<file path="src/rtl/seg_scan_decoder_pkg.sv">
// Shared seven-segment display definitions for the parking meter readback path.
// Segment patterns are active-low, bit0 = a ... bit6 = g.
package seg_scan_decoder_pkg;

    localparam logic [6:0] SEG_0     = 7'h40;
    localparam logic [6:0] SEG_1     = 7'h79;
    localparam logic [6:0] SEG_2     = 7'h24;
    localparam logic [6:0] SEG_3     = 7'h30;
    localparam logic [6:0] SEG_4     = 7'h19;
    localparam logic [6:0] SEG_5     = 7'h12;
    localparam logic [6:0] SEG_6     = 7'h02;
    localparam logic [6:0] SEG_7     = 7'h78;
    localparam logic [6:0] SEG_8     = 7'h00;
    localparam logic [6:0] SEG_9     = 7'h10;
    localparam logic [6:0] SEG_BLANK = 7'h7F;

    localparam logic [3:0] CODE_BLANK   = 4'hF;
    localparam logic [3:0] CODE_INVALID = 4'hE;

    // Bit positions within the anode vector {a1, a2, a3, a4}.
    localparam int unsigned AN_A1 = 3;
    localparam int unsigned AN_A2 = 2;
    localparam int unsigned AN_A3 = 1;
    localparam int unsigned AN_A4 = 0;

    typedef enum logic [1:0] {
        AnIdle,
        AnValid,
        AnCollision
    } an_class_e;

    function automatic an_class_e an_classify(input logic [3:0] an);
        int unsigned n_low;
        n_low = $countones(~an);
        if (n_low == 0) begin
            return AnIdle;
        end else if (n_low == 1) begin
            return AnValid;
        end
        return AnCollision;
    endfunction

    // Digit slot of the single low anode; slot 0 is a1 (thousands).
    function automatic logic [1:0] an_digit(input logic [3:0] an);
        logic [1:0] idx;
        idx = 2'd0;
        if (!an[AN_A1]) idx = 2'd0;
        if (!an[AN_A2]) idx = 2'd1;
        if (!an[AN_A3]) idx = 2'd2;
        if (!an[AN_A4]) idx = 2'd3;
        return idx;
    endfunction

endpackage

</file>
<file path="src/rtl/seg7_to_bcd.sv">
// Combinational active-low seven-segment pattern to digit code decoder.
// Unknown patterns map to CODE_INVALID, all-off to CODE_BLANK.
module seg7_to_bcd
    import seg_scan_decoder_pkg::*;
(
    input  logic [6:0] seg,
    output logic [3:0] code
);

    always_comb begin
        code = CODE_INVALID;
        case (seg)
            SEG_0:     code = 4'd0;
            SEG_1:     code = 4'd1;
            SEG_2:     code = 4'd2;
            SEG_3:     code = 4'd3;
            SEG_4:     code = 4'd4;
            SEG_5:     code = 4'd5;
            SEG_6:     code = 4'd6;
            SEG_7:     code = 4'd7;
            SEG_8:     code = 4'd8;
            SEG_9:     code = 4'd9;
            SEG_BLANK: code = CODE_BLANK;
            default:   code = CODE_INVALID;
        endcase
    end

endmodule

</file>
<file path="src/rtl/seg_scan_decoder.sv">
// Observes the multiplexed seven-segment scan and rebuilds coherent 4-digit frames,
// flagging blank frames, lost scanning and anode collisions.
module seg_scan_decoder
    import seg_scan_decoder_pkg::*;
#(
    parameter int unsigned SETTLE  = 2,
    parameter int unsigned TIMEOUT = 1024
) (
    input  logic       clk,
    input  logic       rst,
    input  logic [6:0] led_seg,
    input  logic       a1,
    input  logic       a2,
    input  logic       a3,
    input  logic       a4,
    output logic [3:0] val1,
    output logic [3:0] val2,
    output logic [3:0] val3,
    output logic [3:0] val4,
    output logic       frame_stb,
    output logic       blank_frame,
    output logic       scan_lost,
    output logic       collision_err
);

    localparam int unsigned DW = (SETTLE < 2) ? 1 : $clog2(SETTLE + 1);
    localparam int unsigned IW = $clog2(TIMEOUT + 1);

    logic [6:0]    r_seg;
    logic [3:0]    r_an;
    logic [3:0]    an_d;
    an_class_e     an_class_d;

    logic [DW-1:0] dwell_q, dwell_d;
    logic [IW-1:0] idle_q, idle_d;
    logic [3:0]    mask_q, mask_d;
    logic [3:0]    shadow [4];

    logic          capture;
    logic          publish;
    logic          timeout;
    logic [1:0]    cap_idx;
    logic [6:0]    cap_seg;
    logic [3:0]    cap_code;

    // an_d is the value r_an takes at the coming edge, so dwell and capture
    // decisions line up with the edge that registers the anode pattern.
    assign an_d       = {a1, a2, a3, a4};
    assign an_class_d = an_classify(an_d);
    assign cap_idx    = an_digit(an_d);

    // With a one-cycle settle the capture edge is the registering edge itself.
    assign cap_seg = (SETTLE == 1) ? led_seg : r_seg;

    seg7_to_bcd u_seg7_to_bcd (
        .seg  (cap_seg),
        .code (cap_code)
    );

    always_comb begin
        dwell_d = dwell_q;
        capture = 1'b0;
        if (an_class_d != AnValid) begin
            dwell_d = '0;
        end else if (an_d != r_an) begin
            dwell_d = DW'(1);
            capture = (SETTLE == 1);
        end else if (dwell_q < DW'(SETTLE)) begin
            dwell_d = dwell_q + DW'(1);
            capture = (dwell_d == DW'(SETTLE));
        end
    end

    always_comb begin
        idle_d = idle_q;
        if (capture) begin
            idle_d = '0;
        end else if (idle_q < IW'(TIMEOUT)) begin
            idle_d = idle_q + IW'(1);
        end
        timeout = !capture && (idle_d == IW'(TIMEOUT));
    end

    // A capture coinciding with publish lands in the freshly cleared mask.
    always_comb begin
        publish = (mask_q == 4'b1111);
        mask_d  = publish ? 4'b0000 : mask_q;
        if (timeout) begin
            mask_d = 4'b0000;
        end
        if (capture) begin
            mask_d[cap_idx] = 1'b1;
        end
    end

    always_ff @(posedge clk or posedge rst) begin
        if (rst) begin
            r_seg         <= SEG_BLANK;
            r_an          <= 4'b1111;
            dwell_q       <= '0;
            idle_q        <= '0;
            mask_q        <= 4'b0000;
            for (int i = 0; i < 4; i++) begin
                shadow[i] <= CODE_BLANK;
            end
            val1          <= CODE_BLANK;
            val2          <= CODE_BLANK;
            val3          <= CODE_BLANK;
            val4          <= CODE_BLANK;
            frame_stb     <= 1'b0;
            blank_frame   <= 1'b0;
            scan_lost     <= 1'b0;
            collision_err <= 1'b0;
        end else begin
            r_seg     <= led_seg;
            r_an      <= an_d;
            dwell_q   <= dwell_d;
            idle_q    <= idle_d;
            mask_q    <= mask_d;
            frame_stb <= publish;

            if (capture) begin
                shadow[cap_idx] <= cap_code;
            end

            if (publish) begin
                val1        <= shadow[0];
                val2        <= shadow[1];
                val3        <= shadow[2];
                val4        <= shadow[3];
                blank_frame <= (shadow[0] == CODE_BLANK) && (shadow[1] == CODE_BLANK) &&
                               (shadow[2] == CODE_BLANK) && (shadow[3] == CODE_BLANK);
            end

            if (capture) begin
                scan_lost <= 1'b0;
            end else if (timeout) begin
                scan_lost <= 1'b1;
            end

            if (an_class_d == AnCollision) begin
                collision_err <= 1'b1;
            end
        end
    end

endmodule

</file>
<file path="config.mk">
export PLATFORM = sky130hd
export DESIGN_NAME = seg_scan_decoder
export DESIGN_NICKNAME = d
export VERILOG_FILES = /design/src/rtl/seg_scan_decoder_pkg.sv /design/src/rtl/seg7_to_bcd.sv /design/src/rtl/seg_scan_decoder.sv
export SDC_FILE = /design/constraint.sdc
export NUM_CORES = 1
export LEC_CHECK = 0
export BUFFER_PORTS_ARGS = -buffer_cell sky130_fd_sc_hd__buf_2
export CAP_MARGIN = 40
export CELL_PAD_IN_SITES_DETAIL_PLACEMENT = 1
export CELL_PAD_IN_SITES_GLOBAL_PLACEMENT = 1
export CORE_MARGIN = 1
export CORE_UTILIZATION = 30
export DETAILED_ROUTE_END_ITERATION = 8
export PLACE_DENSITY = 0.6
export SKIP_CTS_REPAIR_TIMING = 1
export SYNTH_ARGS = -nofsm -noshare
export SYNTH_HDL_FRONTEND = slang
export SYNTH_SLANG_ARGS = --single-unit
</file>
<file path="constraint.sdc">
create_clock -name clk -period 3.4 [get_ports clk]
set_input_delay 0.17 -clock clk [delete_from_list [all_inputs] [get_ports clk]]
set_output_delay 0.17 -clock clk [all_outputs]
set_load 0.05 [all_outputs]
</file>
; Word level (Yosys, flattened, before mapping)
; Cells that the tools add are included.
[op_classes]
add_sub_neg = 5
order_cmp = 6
n_eq_ne = 21
muxes = 27
bitwise_logic = 3
reduce_logical = 11
[ops]
columns = cell, n
row1 = 4-bit case mux with 11 select lines, 1
row2 = 32-bit logical NOT, 1
row3 = "7-bit == test, second input constant", 4
row4 = 11-bit two-way mux, 2
row5 = "7-bit by 5-bit == test with 1-bit output, second input constant", 3
row6 = "4-bit == test, second input constant", 5
row7 = 16-bit bitwise mux, 1
row8 = 2-bit two-way mux, 8
row9 = 4-bit two-way mux, 4
row10 = "7-bit by 6-bit == test with 1-bit output, second input constant", 2
row11 = "11-bit by 1-bit adder with 11-bit output, second input constant", 1
row12 = "11-bit == test, second input constant", 1
row13 = "11-bit less-than comparator, second input constant", 1
row14 = 1-bit two-way mux, 9
row15 = 4-bit demux with 2-bit select, 1
row16 = "7-bit by 2-bit == test with 1-bit output, second input constant", 1
row17 = 7-bit logical NOT, 1
row18 = 1-bit logical AND, 6
row19 = 1-bit by 1-bit adder with 2-bit output, 2
row20 = "2-bit == test, second input constant", 2
row21 = 4-bit inequality test, 1
row22 = 4-bit inverter, 1
row23 = 4-bit bitwise OR, 1
row24 = 2-bit by 2-bit adder with 3-bit output, 1
row25 = 13 further kinds, 13
[totals]
reg_bits = 64
in_bits = 13
output_inout_bits = 20
elab_cells = 90

; Depth between registers and ports, before layout
; Gate-level depths: netlist of run 1.
[logic_depth]
word_depth = 15
mapped_depth = 11
mapped_depth_nobuf = 9

; Cells and area by module
; A second synthesis of run 1 with hierarchy kept.
[unflattened]
hier_cells = 278
area_unflattened_um2 = 3007.9
[modules_own_cells]
columns = mod, n_inst, cells_per_inst, area_each_um2, seq_area_each_um2
row1 = seg_scan_decoder, 1, 238, 2748.9, 1655.3
row2 = seg7_to_bcd, 1, 40, 259.0, 0.0

; Worst setup path before layout of run 1
; No wires, ideal clock.
[synth_timing]
path_type = input to register
from = input port a3
to = register shadow[0] (netlist bit)
setup_time_ns = 0.082
arrival_ns = 2.445
required_time_ns = 3.318
path_slack_ns = 0.873
path_stages = 10
path_buffers = 1
path_cell_list = fa_1 -> inv_1 -> ha_1 -> ha_1 -> nor3b_1 -> and3_1 -> buf_2 -> inv_1 -> nor3_4 -> mux2_2
[synth_via]
elab_chain_len = 9
elab_cells_between_ends = 22
cone_classes = add/sub (2) / order compare (2) / eq/ne (3) / mux (11) / bitwise (2) / reduce/logical (2)
[synth_rtl]
columns = item, line
row1 = "start, declared", seg_scan_decoder.sv:14  ; input logic a3,
row2 = 4-bit inverter, seg_scan_decoder_pkg.sv:34  ; n_low = $countones(~an);
row3 = 1-bit by 1-bit adder with 2-bit output (implied by the code), seg_scan_decoder_pkg.sv:34
row4 = 2-bit by 2-bit adder with 3-bit output (implied by the code), seg_scan_decoder_pkg.sv:34
row5 = 3-bit by 1-bit == test with 1-bit output, seg_scan_decoder_pkg.sv:37  ; end else if (n_low == 1) begin
row6 = 1-bit two-way mux, seg_scan_decoder_pkg.sv:37
row7 = 1-bit two-way mux, seg_scan_decoder_pkg.sv:35  ; if (n_low == 0) begin
row8 = 2-bit two-way mux, seg_scan_decoder_pkg.sv:40  ; return AnCollision;
row9 = 2-bit by 1-bit inequality test with 1-bit output, seg_scan_decoder.sv:63  ; if (an_class_d != AnValid) begin
row10 = 1-bit two-way mux, seg_scan_decoder.sv:63
row11 = "end signal, assigned by index", seg_scan_decoder.sv:123  ; shadow[cap_idx] <= cap_code;
row12 = "end, declared", seg_scan_decoder.sv:37  ; logic [3:0] shadow [4];
; Parallel ways exist; a longest one is shown, timed or not.
; A chain may end at the register's enable or synchronous reset.

; Worst setup path in the final report of run 1
[layout_timing]
from = input port a3
to = register shadow[1] (netlist bit)
; The elaborated chain is that of the path after synthesis.

==> results.toml, run 1 <==
[outcome]
status = "finished clean"

[worst_setup_path]
crit_buf_inv = 4
path_class = "in -> reg"
worst_path_largest_cell_delay_ps = 540
cp_top_family = "adder cells"
arrival_ps = 3400
slowest_stage = "fa_1"
end_kind = "register"
crit_required_ps = 3670
start_kind = "input port"
worst-path-max-fanout = 11
crit_chain = "dlygate4sd3_1 -> buf_2 -> fa_1 -> inv_1 -> ha_1 -> ha_1 -> nor3b_1 -> and3_1 -> inv_1 -> nor3_4 -> mux2_2"

[die]
row_count = 36
die_h_um = 102.8
ioPinCount = 33
start_util = 0.3107
die_area_mm2 = 0.01058
core_area_mm2 = 0.009819
dieWidth_um = 102.8

[placement]
place_ws_ps = 434.2
gp_congestion = 0.7397
dp_hpwl_um = 4698
port_buffers = 32

[drt]
vias = 2161
wl_per_cell_um = 14.33
drc = 0
drtIter0Drc = 65
drtAntennaViolNets = 0
avgViaCountPerCell = 4.647
routed_wl_um = 6664
first_pass_iters = 4

[synthesis]
syn_nets = 303
yosysWarnings = 0
syn_avg_cell_area_um2 = 10.78
ys_seq_area_frac = 0.5427
ys.flop_type = "dfstp_2"
synth_cells = 283
syn_area_mm2 = 0.003050
synth_cell_type_count = 55
async_flop_share = 1.000
synth_edf_count = 0
yosys_register_bits = 64

[layout]
syn2layout_area_growth_pct = 20.67
drive_above_1_share = 0.3645
layout_commonest_cell = "nand2_1"
nets = 347
fillerInstances = 1137
antenna_cells = 0
final_cell_mix = "nand2_1, dfstp_2, buf_2"

[timing]
skew_ps = 6.886
fin_crit_ps = 3127
rsz0062_at_grt = "false"
worstMarginPinSlew_ps = 617.1
max_freq_ghz = 0.3198
finalSetupTns_ps = 0
hold_viol_final = 0
setup_viol = 0
setup_ws_ps = 272.8
max_slew_margin = 0.5849
drv_slew = 0
timing.final.crit_share = 0.9198

[global_routing]
grt_max_degree = 27
grt_usage = 0.1384
antenna_found_initial = 0
grt_pass1_vias = 2157
grt_pass1_wl_um = 10980
grt_overflow_total = 0

[cts]
path_clk_slew_ps = 80
clock_sinks = 64
cts_buffers = 9
cts_tree = "built"
cts_root_buffer = "clkbuf_8"
htreeDepth = 3
insertion_delay_ps = 350
clockBufferDepth = 2

[run]
drv_cap = 0

[hold_path]
min_path_type = "in -> async"

[power_and_ir_drop]
power-per-cell-area_mw_per_mm2 = 550.6
p_leak_nw = 1.599
max-vdd-ir-drop_uv = 219.7
[flip-flops by register name (all words and copies together) (netlist names)]
register	cells
val4	4
frame_stb	1
shadow	16
val3	4
collision_err	1
mask_q	4
scan_lost	1
blank_frame	1
r_an	4
idle_q	11
val1	4
cap_seg	7
val2	4
dwell_q	2
[area by class of cell]
cell class | instances | area (um2) | area share
Clock inverter | 7 | 103.9 | 0.02821
Timing Repair Buffer | 49 | 330.3 | 0.08973
Clock buffer | 9 | 123.9 | 0.03365
Tap cell | 133 | 166.4 | 0.04521
Sequential cell | 64 | 1655 | 0.4497
Multi-Input combinational cell | 194 | 1267 | 0.3443
Inverter | 9 | 33.78 | 0.009177
[metrics by stage]
step,instance area [um2],power (W),cells,hold WS (ps),utilization
after floorplan,3050,0.001186,283,174.5,-
after global placement,3313,0.001270,436,275.2,0.3374
after detailed placement,3333,0.001278,437,161.6,0.3395
after CTS,3561,0.002047,453,-221.8,0.3626
after global routing,3681,0.002142,465,378.9,0.3749
final,3681,0.002027,465,330.3,0.3749
[logic make-up (layout without fill, tap and decap cells)]
| logic type | count (synthesis) | count (layout) | synth area share |
|---|---|---|---|
| fa+ha+maj | 7 | 7 | 0.03117 |
| compound gates | 30 | 30 | 0.06850 |
| simple gates | 125 | 125 | 0.2108 |
| buf+inv | 25 | 74 | 0.04183 |
| flops | 64 | 64 | 0.5427 |
| mux | 17 | 17 | 0.06194 |
| xor+xnor | 15 | 15 | 0.04307 |
[synthesized netlist by cell type (3+ instances only)]
master	n	share of area
dfstp_2	43	0.37
xor2_1	10	0.029
nor2_1	17	0.021
dfrtp_1	21	0.17
xnor2_1	5	0.014
a21boi_0	4	0.0098
buf_2	5	0.0082
clkbuf_1	4	0.0049
nand3_1	7	0.011
nand4_1	11	0.023
inv_1	8	0.0098
mux2_2	15	0.055
a21oi_1	7	0.011
nand2_1	61	0.075
ha_1	6	0.025
or3_1	3	0.0062
nor3b_1	3	0.0074
o21ai_0	6	0.0098
[metal layers]
metal  routed length, um  part of all wire  track usage  up-vias
li1                    -                 -            -     1052
met1                3317              0.50       0.1904     1075
met2                3084              0.46       0.2103       27
met3                 178             0.027      0.03661        7
met4                  84             0.013      0.04875        0
met5                   0                 0            0        -
[worst register-to-register path, delay by kind of cell (launching register included)]
kind | cells | cell delay (ps)
xor+xnor | 1 | 70
buf+inv | 1 | 150
flops | 1 | 530
mux | 1 | 370
simple gates | 3 | 1160
[final timing paths]
kind                            slack (ps)             startpoint  depth (start not counted)                      to
worst max-delay path                   270                     a3                         11   shadow[1]$_DFFE_PP1P_
worst min-delay path                   330                    rst                          3  dwell_q[1]$_DFFE_PP0P_
worst max register to register        1040      r_an[1]$_DFF_PP1_                          6   shadow[1]$_DFFE_PP1P_
worst min register to register         460  shadow[7]$_DFFE_PP1P_                          2     val3[3]$_DFFE_PP1P_
max in group asynchronous             2190                    rst                          5  shadow[11]$_DFFE_PP1P_
min in group clk                       460  shadow[7]$_DFFE_PP1P_                          2     val3[3]$_DFFE_PP1P_
[report_power, final]
group	switching (W)	internal, W	total [W]
clock	0.000331	0.000421	0.000753
combinational	0.000141	0.000142	0.000283
sequential	0.000128	0.000863	0.000991
total	0.000600	0.00143	0.00203
Power figures use the tool's default switching activity.
==> run 2: changes to the inputs <==
--- a/config.mk
+++ b/config.mk
@@ -9,6 +9,7 @@
 export CAP_MARGIN = 40
 export CELL_PAD_IN_SITES_DETAIL_PLACEMENT = 1
 export CELL_PAD_IN_SITES_GLOBAL_PLACEMENT = 1
+export CORE_ASPECT_RATIO = 1.1
 export CORE_MARGIN = 1
 export CORE_UTILIZATION = 30
 export DETAILED_ROUTE_END_ITERATION = 8
==> run 2 against run 1 <==
  * The run now ends with DRC left
  * Critical path depth is the same
  * Final area shrank 0.68%
  * Sequential power is essentially flat
  * Via count shrank 1.3%
  * Global-route usage shrank 0.51 points
  * Register-to-register slack is essentially flat
  * Flip-flop and latch count is the same
==> results.toml, run 2 (synthesis results as in run 1) <==
[outcome]
status = "complete, but fails checks"
violations = "DRC"

[layout]
largest_register_ffs = 16
final_cell_mix = "nand2_1, dfstp_2, buf_2"
design_area_mm2 = 0.003656
drive_above_1_share = 0.3625
register_area_mm2 = 0.001655
multi_input_area_mm2 = 0.001267
antenna_cells = 0
layout_commonest_cell = "nand2_1"
fillerInstances = 1135
syn2layout_area_growth_pct = 19.85
nets = 346
top_register = "shadow"

[global_routing]
antenna_found_initial = 0
grt_pass1_wl_um = 11040
grt_max_degree = 35
grt_overflow_total = 0
grt_pass1_vias = 2118
grt_usage = 0.1333

[worst_setup_path]
crit_buf_inv = 4
cp_top_family = "simple AND/OR/NAND/NOR gates"
end_kind = "register"
worst_path_largest_cell_delay_ps = 530
arrival_ps = 3470
crit_required_ps = 3670
worst-path-max-fanout = 11
path_class = "in -> reg"
start_kind = "input port"
slowest_stage = "dlygate4sd3_1"
crit_chain = "dlygate4sd3_1 -> buf_2 -> fa_1 -> inv_1 -> ha_1 -> ha_1 -> nor3b_1 -> and3_1 -> inv_1 -> nor3_4 -> mux2_2"

[timing]
drv_slew = 0
skew_ps = 9.307
setup_viol = 0
fin_crit_ps = 3195
timing.final.crit_share = 0.9396
rsz0062_at_grt = "false"
hold_viol_final = 0
worstMarginPinSlew_ps = 648.9
finalSetupTns_ps = 0
setup_ws_ps = 205.3
max_freq_ghz = 0.3130
max_slew_margin = 0.5635

[drt]
vias = 2132
drc = 2
routed_wl_um = 6591
avgViaCountPerCell = 4.727
wl_per_cell_um = 14.61
drtIter0Drc = 45
drtAntennaViolNets = 0
first_pass_iters = 8

[die]
die_area_mm2 = 0.01058
dieWidth_um = 98.15
ioPinCount = 33
start_util = 0.3085
core_area_mm2 = 0.009889
die_h_um = 107.8
row_count = 38

[cts]
clock_sinks = 64
cts_tree = "built"
path_clk_slew_ps = 80
insertion_delay_ps = 350
cts_buffers = 9
cts_root_buffer = "clkbuf_8"
htreeDepth = 3
clockBufferDepth = 2

[power_and_ir_drop]
max-vdd-ir-drop_uv = 174.2
power-per-cell-area_mw_per_mm2 = 555.7
p_leak_nw = 1.597

[placement]
port_buffers = 32
dp_hpwl_um = 4617
placed_area_mm2 = 0.003309
gp_congestion = 0.6927
place_ws_ps = 295.8

[run]
drv_cap = 0

[hold_path]
min_path_type = "in -> reg"
## run 2: cell type report
| cell class | count | share of cell area |
|---|---|---|
| clock buffer | 9 | 0.03388 |
| clock inverter | 7 | 0.02806 |
| inverter | 9 | 0.009240 |
| multi-input combinational | 194 | 0.3467 |
| sequential | 64 | 0.4528 |
| tap | 120 | 0.04107 |
| timing repair buffer | 48 | 0.08830 |
## run 2: worst reg2reg max path: stages (launching register included)
cell and delay, ps:
dfstp_2 530, xor2_1 70, nor4_2 420, and3_1 440
inv_1 150, nor3_4 300, mux2_2 390
## run 2: final timing paths
check                                    startpoint                      to  slack, ps  depth (start not counted)
max in group asynchronous                       rst     val3[2]$_DFFE_PP1P_       2510                          4
worst max-delay path                             a1   shadow[2]$_DFFE_PP1P_        210                         11
worst max register to register    r_an[1]$_DFF_PP1_   shadow[2]$_DFFE_PP1P_       1040                          6
worst min-delay path                             a3  dwell_q[1]$_DFFE_PP0P_        360                          5
min in group asynchronous                       rst    cap_seg[5]$_DFF_PP1_        500                          3
worst min register to register  val3[0]$_DFFE_PP1P_     val3[0]$_DFFE_PP1P_        450                          2
## run 2: power by group
group / leakage [nW] / internal, W / switching, W
combinational: 0.793 / 0.000139 / 0.000142
clock: 0.111 / 0.000422 / 0.000339
sequential: 0.693 / 0.000863 / 0.000126
## run 2: metrics by stage
| stage | instances | utilization | power (W) | hold slack (ps) |
|---|---|---|---|---|
| after floorplan | 283 | - | 0.001186 | 174.5 |
| after global placement | 422 | 0.3326 | 0.001265 | 274.8 |
| after detailed placement | 423 | 0.3346 | 0.001277 | 276.4 |
| after CTS | 439 | 0.3575 | 0.002055 | -99.22 |
| after global routing | 451 | 0.3697 | 0.002160 | 386.9 |
| final | 451 | 0.3697 | 0.002031 | 359.4 |
## run 2: metal layers
layer  global-route usage  share of wire  up-vias
met3              0.02078          0.022       10
met5                    0              0        -
met4              0.06397          0.016        0
li1                     -              -     1053
met1               0.1809           0.49     1037
met2               0.2077           0.47       32
==> run 3: changes to the inputs <==
--- a/config.mk
+++ b/config.mk
@@ -5,7 +5,7 @@
 export SDC_FILE = /design/constraint.sdc
 export NUM_CORES = 1
 export LEC_CHECK = 0
-export BUFFER_PORTS_ARGS = -buffer_cell sky130_fd_sc_hd__buf_2
+export BUFFER_PORTS_ARGS = -buffer_cell sky130_fd_sc_hd__buf_4
 export CAP_MARGIN = 40
 export CELL_PAD_IN_SITES_DETAIL_PLACEMENT = 1
 export CELL_PAD_IN_SITES_GLOBAL_PLACEMENT = 1
@@ -15,6 +15,7 @@
 export DETAILED_ROUTE_END_ITERATION = 8
 export PLACE_DENSITY = 0.6
 export SKIP_CTS_REPAIR_TIMING = 1
+export SKIP_LAST_GASP = 1
 export SYNTH_ARGS = -nofsm -noshare
 export SYNTH_HDL_FRONTEND = slang
 export SYNTH_SLANG_ARGS = --single-unit
==> run 3 against run 2 <==
  * The run now ends clean
  * Wire length is 0.20% lower
  * Clock skew up 5.2 ps
  * Maximum frequency is essentially flat
  * Final area grew 0.96%
  * Critical endpoint is now shadow[1]$_DFFE_PP1P_
  * Largest cell class unchanged
==> results.toml, run 3 (synthesis results as in run 1) <==
[outcome]
status = "finished clean"

[cts]
cts_root_buffer = "clkbuf_8"
cts_buffers = 9
htreeDepth = 3
insertion_delay_ps = 350
clock_sinks = 64
path_clk_slew_ps = 70
cts_tree = "built"
clockBufferDepth = 2

[layout]
final_cells = 451
drive_above_1_share = 0.3625
nets = 346
multi_input_area_mm2 = 0.001267
antenna_cells = 0
final_cell_mix = "nand2_1, dfstp_2, buf_4"
fillerInstances = 1117
layout_commonest_cell = "nand2_1"
post-route-util = 0.3732
syn2layout_area_growth_pct = 21.00
top_register = "shadow"
largest_register_ffs = 16
register_area_mm2 = 0.001655

[placement]
placedCellCount = 423
dp_hpwl_um = 4671
gp_congestion = 0.7792
port_buffers = 32

[drt]
drc = 0
routed_wl_um = 6578
wl_per_cell_um = 14.59
drtAntennaViolNets = 0
drtIter0Drc = 52
avgViaCountPerCell = 4.887
first_pass_iters = 6
vias = 2204

[die]
dieWidth_um = 98.15
die_area_mm2 = 0.01058
die_h_um = 107.8
core_area_mm2 = 0.009889
start_util = 0.3085
ioPinCount = 33
row_count = 38

[timing]
hold_viol_final = 0
fin_crit_ps = 3197
fin_hold_ws_ps = 359.1
worstMarginPinSlew_ps = 643.9
max_freq_ghz = 0.3128
timing.final.crit_share = 0.9404
drv_slew = 0
skew_ps = 14.47
setup_viol = 0
rsz0062_at_grt = "false"
max_slew_margin = 0.5669
finalSetupTns_ps = 0

[worst_setup_path]
crit_required_ps = 3670
arrival_ps = 3460
worst-path-max-fanout = 11
start_kind = "input port"
end_kind = "register"
path_class = "in -> reg"

[global_routing]
grt_pass1_vias = 2214
grt_overflow_total = 0
antenna_found_initial = 0
grt_usage = 0.1316
grt_max_degree = 39
grt_pass1_wl_um = 10790

[power_and_ir_drop]
p_leak_nw = 1.588
power-per-cell-area_mw_per_mm2 = 510.2
max-vdd-ir-drop_uv = 152.4

[run]
drv_cap = 0

[hold_path]
min_path_type = "in -> reg"
==> run 3: changes by cell type in the layout (fill, tap and decap cells not counted) <==
cell       delta
buf_2        -32
clkbuf_8      +1
buf_4        +32
inv_6         -2
bufinv_16     -2
clkinv_4      +1
clkinv_2      +2
==> run 3: layer usage <==
layer  routed length [um]  vias to the layer above  global-route usage
met3                  168                       10             0.03052
met5                    0                        -                   0
met4                  105                        0             0.06077
li1                     -                     1049                   -
met2                 3216                       33              0.2138
met1                 3088                     1112              0.1662
==> run 3: per-stage QoR <==
stage | area, um2 | setup WS (ps) | total power, W
floorplan | 3050 | 872.5 | 0.001186
global placement | 3369 | 440.0 | 0.001272
detailed placement | 3390 | 333.8 | 0.001281
CTS | 3571 | 700.9 | 0.001903
global route | 3691 | 28.36 | 0.001996
finish | 3691 | 202.6 | 0.001883
==> run 3: cell type report <==
| type | count | share of cell area |
|---|---|---|
| well taps | 120 | 0.04068 |
| inverters | 9 | 0.009153 |
| multi-input cells | 194 | 0.3434 |
| flip-flops and latches | 64 | 0.4485 |
| clock inverters | 6 | 0.01186 |
| repair buffers | 48 | 0.1092 |
| clock buffers | 10 | 0.03729 |
==> run 3: where the power goes <==
group | internal (W) | switching, W
combinational | 0.000143 | 0.000142
sequential | 0.000864 | 0.000127
clock | 0.000287 | 0.000321
total | 0.00129 | 0.000590
==> run 3: critical path: stages <==
cell           delay, ps
dlygate4sd3_1        530
buf_4                160
fa_1                 500
inv_1                 40
ha_1                 170
ha_1                 280
nor3b_1              360
and3_1               440
inv_1                150
nor3_4               280
mux2_2               370
==> run 3: worst paths after layout <==
check,start,end,slack (ps),cells after the start
min in group asynchronous,rst,cap_seg[5]$_DFF_PP1_,490,3
hold reg to reg,val1[0]$_DFFE_PP1P_,val1[0]$_DFFE_PP1P_,460,2
setup / recovery,a4,shadow[1]$_DFFE_PP1P_,200,11
hold / removal,a3,dwell_q[1]$_DFFE_PP0P_,360,5
setup reg to reg,r_an[1]$_DFF_PP1_,shadow[1]$_DFFE_PP1P_,1070,6
max in group asynchronous,rst,shadow[4]$_DFFE_PP1P_,2270,5
